[src/rtl/interrupt_controller.sv]
// interrupt_controller: 68030 seven-level IRQ synchroniser, masking, IPL encoder and IACK sequencer
module interrupt_controller #(
    parameter logic [6:0] AUTOVEC_MASK = 7'h7F,
    parameter int         IACK_TIMEOUT = 64,
    parameter int         SYNC_STAGES  = 2
) (
    input  logic       clock,
    input  logic       n_reset,
    input  logic [6:0] n_irq,
    input  logic       as,
    input  logic       iack_cycle,
    input  logic [2:0] iack_level,
    input  logic       reg_cs,
    input  logic       reg_sel,
    input  logic       write,
    input  logic [7:0] data_in,
    output logic [7:0] data_out,
    output logic [2:0] n_ipl,
    output logic       n_avec,
    output logic [6:0] n_iack,
    output logic       iack_berr
);
    typedef enum logic [1:0] {IDLE, ACK, DONE} state_t;
    localparam logic [7:0] AV8 = {AUTOVEC_MASK, 1'b0};
    localparam logic [7:0] TMO = 8'(IACK_TIMEOUT - 1);
    state_t                        state_q, state_d;
    logic [SYNC_STAGES-1:0][6:0]   sync_q;
    logic [6:0]                    req;
    logic [7:0]                    mask_q, pend8, dec;
    logic [2:0]                    top, ipl_q, lvl_q, lvl_d;
    logic [7:0]                    cnt_q, cnt_d;
    logic                          avec_q, avec_d, berr_q, berr_d;
    logic [6:0]                    iack_q, iack_d;

    assign req       = sync_q[SYNC_STAGES-1];
    assign pend8     = {req[6], req[5:0] & mask_q[6:1], 1'b0};
    assign dec       = 8'b1 << iack_level;
    assign data_out  = reg_cs ? (reg_sel ? {req, 1'b0} : mask_q) : 8'h00;
    assign n_ipl     = ipl_q;
    assign n_avec    = avec_q;
    assign n_iack    = iack_q;
    assign iack_berr = berr_q;

    // IRQ synchroniser chain, active-high after inversion
    always_ff @(posedge clock or negedge n_reset) begin
        if (!n_reset) begin
            sync_q <= '0;
        end else begin
            sync_q[0] <= ~n_irq;
            for (int k = 1; k < SYNC_STAGES; k++) sync_q[k] <= sync_q[k-1];
        end
    end

    // enable mask register; bit 0 has no level and is forced to zero
    always_ff @(posedge clock or negedge n_reset) begin
        if (!n_reset) mask_q <= 8'h00;
        else if (reg_cs && write && !reg_sel) mask_q <= data_in & 8'hFE;
    end

    // highest pending level
    always_comb begin
        top = 3'd0;
        for (int i = 1; i < 8; i++) if (pend8[i]) top = 3'(i);
    end

    // registered IPL, frozen while an acknowledge is in progress
    always_ff @(posedge clock or negedge n_reset) begin
        if (!n_reset) ipl_q <= 3'b111;
        else if (state_q != ACK) ipl_q <= ~top;
    end

    // IACK sequencer next state and next strobe values
    always_comb begin
        state_d = state_q;
        lvl_d   = lvl_q;
        cnt_d   = cnt_q;
        avec_d  = avec_q;
        iack_d  = iack_q;
        berr_d  = berr_q;
        case (state_q)
            IDLE: begin
                cnt_d = 8'd0;
                if (iack_cycle && as) begin
                    lvl_d = iack_level;
                    if (!pend8[iack_level]) begin
                        state_d = DONE;
                        berr_d  = 1'b1;
                    end else begin
                        state_d = ACK;
                        avec_d  = !AV8[iack_level];
                        iack_d  = AV8[iack_level] ? 7'h7F : ~dec[7:1];
                    end
                end
            end
            ACK: begin
                if (!as) begin
                    state_d = IDLE;
                    avec_d  = 1'b1;
                    iack_d  = 7'h7F;
                    berr_d  = 1'b0;
                end else if (!AV8[lvl_q]) begin
                    if (cnt_q == TMO) begin
                        state_d = DONE;
                        iack_d  = 7'h7F;
                        berr_d  = 1'b1;
                    end else begin
                        cnt_d = cnt_q + 8'd1;
                    end
                end
            end
            default: begin
                if (!as) begin
                    state_d = IDLE;
                    avec_d  = 1'b1;
                    iack_d  = 7'h7F;
                    berr_d  = 1'b0;
                end
            end
        endcase
    end

    // sequencer state and registered strobes
    always_ff @(posedge clock or negedge n_reset) begin
        if (!n_reset) begin
            state_q <= IDLE;
            lvl_q   <= 3'd0;
            cnt_q   <= 8'd0;
            avec_q  <= 1'b1;
            iack_q  <= 7'h7F;
            berr_q  <= 1'b0;
        end else begin
            state_q <= state_d;
            lvl_q   <= lvl_d;
            cnt_q   <= cnt_d;
            avec_q  <= avec_d;
            iack_q  <= iack_d;
            berr_q  <= berr_d;
        end
    end
endmodule

[config.mk]
export PLATFORM = sky130hd
export DESIGN_NAME = interrupt_controller
export DESIGN_NICKNAME = d
export VERILOG_FILES = /design/src/rtl/interrupt_controller.sv
export SDC_FILE = /design/constraint.sdc
export NUM_CORES = 1
export LEC_CHECK = 0
export CORE_ASPECT_RATIO = 2
export CORE_MARGIN = 8
export CORE_UTILIZATION = 50
export DETAILED_ROUTE_END_ITERATION = 10
export PLACE_DENSITY = 0.8
export SYNTH_ARGS = -nofsm -noshare
export SYNTH_HDL_FRONTEND = slang
export SYNTH_SLANG_ARGS = --single-unit
[constraint.sdc]
create_clock -name clock -period 3.3 [get_ports clock]
set_clock_uncertainty 0.2 [all_clocks]
set_input_delay 0.495 -clock clock [delete_from_list [all_inputs] [get_ports clock]]
set_output_delay 0.495 -clock clock [all_outputs]
set_load 0.05 [all_outputs]
# Word-level counts from Yosys, hierarchy flattened
# Memories as Yosys holds them, arrays and structs flattened.
# Cells that the tools add are included.
dict set report totals {
  reg_bits 46
  mem_bits_ro 16
  mem_count 2
}
# memory depth word_bits rd rd_clocked_by_memory_dff write_ports line
set mem_list {}
lappend mem_list {{(no name shown)} 8 1 1 0 0 101} ;# end else if (!AV8[lvl_q]) begin
lappend mem_list {{(no name shown)} 8 1 1 0 0 91} ;# iack_d = AV8[iack_level] ? 7'h7F : ~dec[7:1];
dict set report classes {
  bitwise_logic 4
  n_shift 1
  order_cmp 2
  reduce_logical 13
  eq_ne 13
  add_sub_neg 1
  mux 43
}
# op count
set op_table {}
lappend op_table {{7-bit 2-to-1 mux} 7}
lappend op_table {{8-bit 2-to-1 mux} 5}
lappend op_table {{3-bit 2-to-1 mux} 6}
lappend op_table {{8-bit case mux with 2 select lines} 1}
lappend op_table {{1-bit 2-to-1 mux} 14}
lappend op_table {{7-bit inverter} 2}
lappend op_table {{7-bit case mux with 2 select lines} 1}
lappend op_table {{2-bit 2-to-1 mux} 6}
lappend op_table {{2-bit != test, second input constant} 6}
lappend op_table {{5-bit AND reduction} 2}
lappend op_table {{8-bit by 1-bit adder with 8-bit output, second input constant} 1}
lappend op_table {{8-bit by 6-bit equality test with 1-bit output, second input constant} 1}
lappend op_table {{3-bit by 4-bit < comparator with 1-bit output, second input constant} 2}
lappend op_table {{4-bit AND reduction} 2}
lappend op_table {{1-bit by 3-bit << shifter with 8-bit output, first input constant} 1}
lappend op_table {{6-bit bitwise AND} 1}
lappend op_table {{3-bit != test, second input constant} 2}
lappend op_table {{2-bit by 1-bit != test with 1-bit output, second input constant} 2}
lappend op_table {{2-bit case mux with 2 select lines} 1}
lappend op_table {{1-bit binary-select mux with 3-bit select} 1}
lappend op_table {{1-bit logical AND} 3}
lappend op_table {{3-bit by 1-bit != test with 1-bit output, second input constant} 1}
lappend op_table {{3-bit inverter} 1}
lappend op_table {{3-bit AND reduction} 1}
lappend op_table {{6 further kinds} 7}

# Logic depth before layout (Yosys ltp)
dict set report logic_depth {
  ltp_word 9
  ltp_mapped 6
  mapped_depth_nobuf 6
}

# Least setup slack after synthesis
# Ideal clock, no wire load.
dict set report synth_path {
  kind {input port to output port}
  from {input port reg_sel}
  to {output port data_out[1]}
  setup_slack_ps 942
  n_path_buf 1
  path_stages 3
  required_time_ps 2605
  arrival_time_ps 1663
  cell_sequence {clkbuf_1 -> mux2i_1 -> nor2b_1}
}
dict set report synth_between {
  elab_chain_cells 2
}
# element line
set synth_rtl {}
lappend synth_rtl {{from (decl)} 14} ;# input logic reg_sel,
lappend synth_rtl {{8-bit 2-to-1 mux (2 in a row)} 38} ;# assign data_out = reg_cs ? (reg_sel ? {req, 1'b0} : mask_q) : 8'h00;
lappend synth_rtl {{to (decl)} 17} ;# output logic [7:0] data_out,
# Every way passes these cells.

# Worst setup path in the final report
dict set report layout_path {
  from {input port reg_sel}
  to {output port data_out[3]}
}
# The elaborated chain is that of the path after synthesis.

==> flow_summary.toml <==
[placement]
pre_cts_slack_ns = 0.724
io_buffers = 42
dp.cells = 251
post_dp_cell_area_um2 = 2330
gp_congestion = 0.770
post-dp-hpwl_um = 2960

[pwr]
p_comb_frac = 0.279
static-leakage-power_nw = 1.09
seqPwrFrac = 0.424
p_per_area_nw_per_um2 = 650
swShare = 0.319
ir_drop_v = 0.000555
power_mw = 1.60
p_int_mw = 1.09
pwr-share-clk = 0.297
switchingPower_mw = 0.511

[logic_synthesis]
yosysTopAreaCell = "dfrtp_1"
synth_top_flop_cell = "dfrtp_1"
ys_ff_latch = 43
yosysSeqAreaShare = 0.567
async_reset_ff_frac = 1.00
syn_avg_cell_area_um2 = 11.5
synth_cell_types = 38
synth_top_area_share = 0.457
yosysMostFrequentCell = "dfrtp_1"
ys_warn_count = 0
synth_cells = 166
synth_edf_count = 0
synthTopCellsByCount = "35 x dfrtp_1, 13 x inv_1, 12 x mux2_2"
syn-num-nets = 192
synth_area_um2 = 1920
synth_area_leaders = "dfrtp_1 46%, dfstp_2 11%, mux2_2 7.0%, mux2i_1 4.2%, xor2_1 2.7%"

[sta]
rsz0062_at_grt = "no"
finalSetupViolCount = 0
fin_tns_setup_ns = 0
period_share = 0.742
relSlewSlack = 0.387
worstMarginPinSlew_ns = 0.919
hold_ws_ns = 0.128
hold_violations = 0
period_needed_ns = 2.45
fin_ws_ns = 0.851
slew_violations = 0
max_freq_mhz = 408

[cells_and_area]
area_growth_pct = 28.7
n_antenna_cell = 0
final_util = 0.655
fin_area_um2 = 2470
fin_nets = 233
stdcell_count = 259
drive_above_1_share = 0.207

[clock_network]
h-tree-depth = 2
numCtsBuffers = 5
clock-root-buffer = "clkbuf_8"
cts_resized = 0
cts_num_sinks = 43
cts_tree = "yes"
clkLatencyLatePin_ns = 0.30
path_clk_slew_ns = 0.08
cts_setup_buffers = 0
max-clock-path-buffers = 2
cts_hold_buf = 0

[route]
routedWlPerCell_um = 15.2
post_drt_via_cell_ratio = 5.26
route.detailed.drc = 0
drtIter0Drc = 27
drt-pass1-iter-count = 5
antenna_left = 0
vias = 1362
wl_um = 3920

[min_path]
timing.hold.worst.class = "in -> async"

[setup_path]
r2r.worst_path.cells = 6
required_ns = 2.60
r2r_slack_ns = 1.10
worst-setup-path-type = "in -> out"
crit_path_start_kind = "primary input"
cp.arrival_ns = 1.75
reg2reg_from = "cnt_q[0]$_DFFE_PN0P_"
worstPathMaxFanout = 8
critPathCaptureType = "output pin"
r2r_end = "cnt_q[7]$_DFFE_PN0P_"

[outcome]
status = "finished clean"

[global_routing]
overflow = 0
grt_usage = 0.140
grt_pass1_vias = 1491
grt_max_degree = 44
grt_antenna_before_repair = 0
grt_pass1_wl_um = 6720

[floorplan]
die_w_um = 59.8
start_util = 0.509
io_pins = 45
dieHeight_um = 104
coreArea_um2 = 3760
die_area_um2 = 6190
rows = 32

[job]
max_cap_violations = 0
-- area by class of cell --
cell class | instances | area [µm²]
Fill cell | 329 | 1300
Multi-Input combinational cell | 102 | 737
Sequential cell | 43 | 1090
Inverter | 13 | 48.8
Tap cell | 51 | 63.8
Clock inverter | 2 | 60.1
Clock buffer | 6 | 72.6
Timing Repair Buffer | 42 | 398
-- how the worst max path moves through the flow --
stage | startpoint | endpoint | slack, ns | cells past startpoint
finish | reg_sel | data_out[3] | 0.85 | 4
global route | reg_sel | data_out[5] | 0.77 | 4
CTS | reg_sel | data_out[3] | 0.84 | 4
detailed placement | iack_level[0] | n_iack[6]$_DFFE_PN1P_ | 0.72 | 6
global placement | iack_level[0] | n_iack[0]$_DFFE_PN1P_ | 0.83 | 6
floorplan | reg_sel | data_out[1] | 0.94 | 3
-- cells in the final DEF, fill, tap and decap left out, types with 6 or more instances in the layout --
cell,instances
a21oi_1,6
buf_4,7
clkdlybuf4s50_1,34
dfrtp_1,35
dfstp_2,8
inv_1,13
mux2_2,12
mux2i_1,8
nand2_1,9
nor2_1,11
nor2b_1,7
o21ai_0,6
xor2_1,6
-- logic make-up (layout without fill, tap and decap cells) --
kind of cell,Yosys count,in the layout,synth area share
and+or+nand+nor,45,45,0.125
DFF,43,43,0.567
other,1,1,0.00196
xor gates and xnor gates,6,6,0.0274
buffers and inverters,21,63,0.0490
muxes,20,20,0.112
AOI/OAI and AO/OA,29,29,0.111
adders and majority gates,1,1,0.00653
-- state kept, by name, summed over array words and instances (netlist names) --
signal / flops
state_q: 2
n_avec: 1
n_ipl: 3
sync_q: 7
lvl_q: 3
req: 7
mask_q: 7
iack_berr: 1
n_iack: 4
cnt_q: 8
-- power groups by stage --
stage	Sequential [mW]	Combinational, mW	Clock (mW)
after global routing	0.691	0.486	0.507
after CTS	0.679	0.451	0.488
after global placement	0.682	0.436	0
after detailed placement	0.689	0.447	0
final	0.680	0.447	0.476
after floorplan	0.736	0.259	0
-- worst max-delay path, stage by stage --
cell,delay (ns)
clkdlybuf4s50_1,0.73
mux2i_1,0.26
nor2b_1,0.07
buf_4,0.19
-- routing by layer --
metal	vias to the layer above	GRT usage	part of all wire
met2	45	0.231	0.52
met4	0	0.0637	0.019
met5	-	0	0
li1	651	-	-
met3	6	0.0397	0.055
met1	660	0.157	0.40
Note: power is estimated with default switching activity, not from simulation.
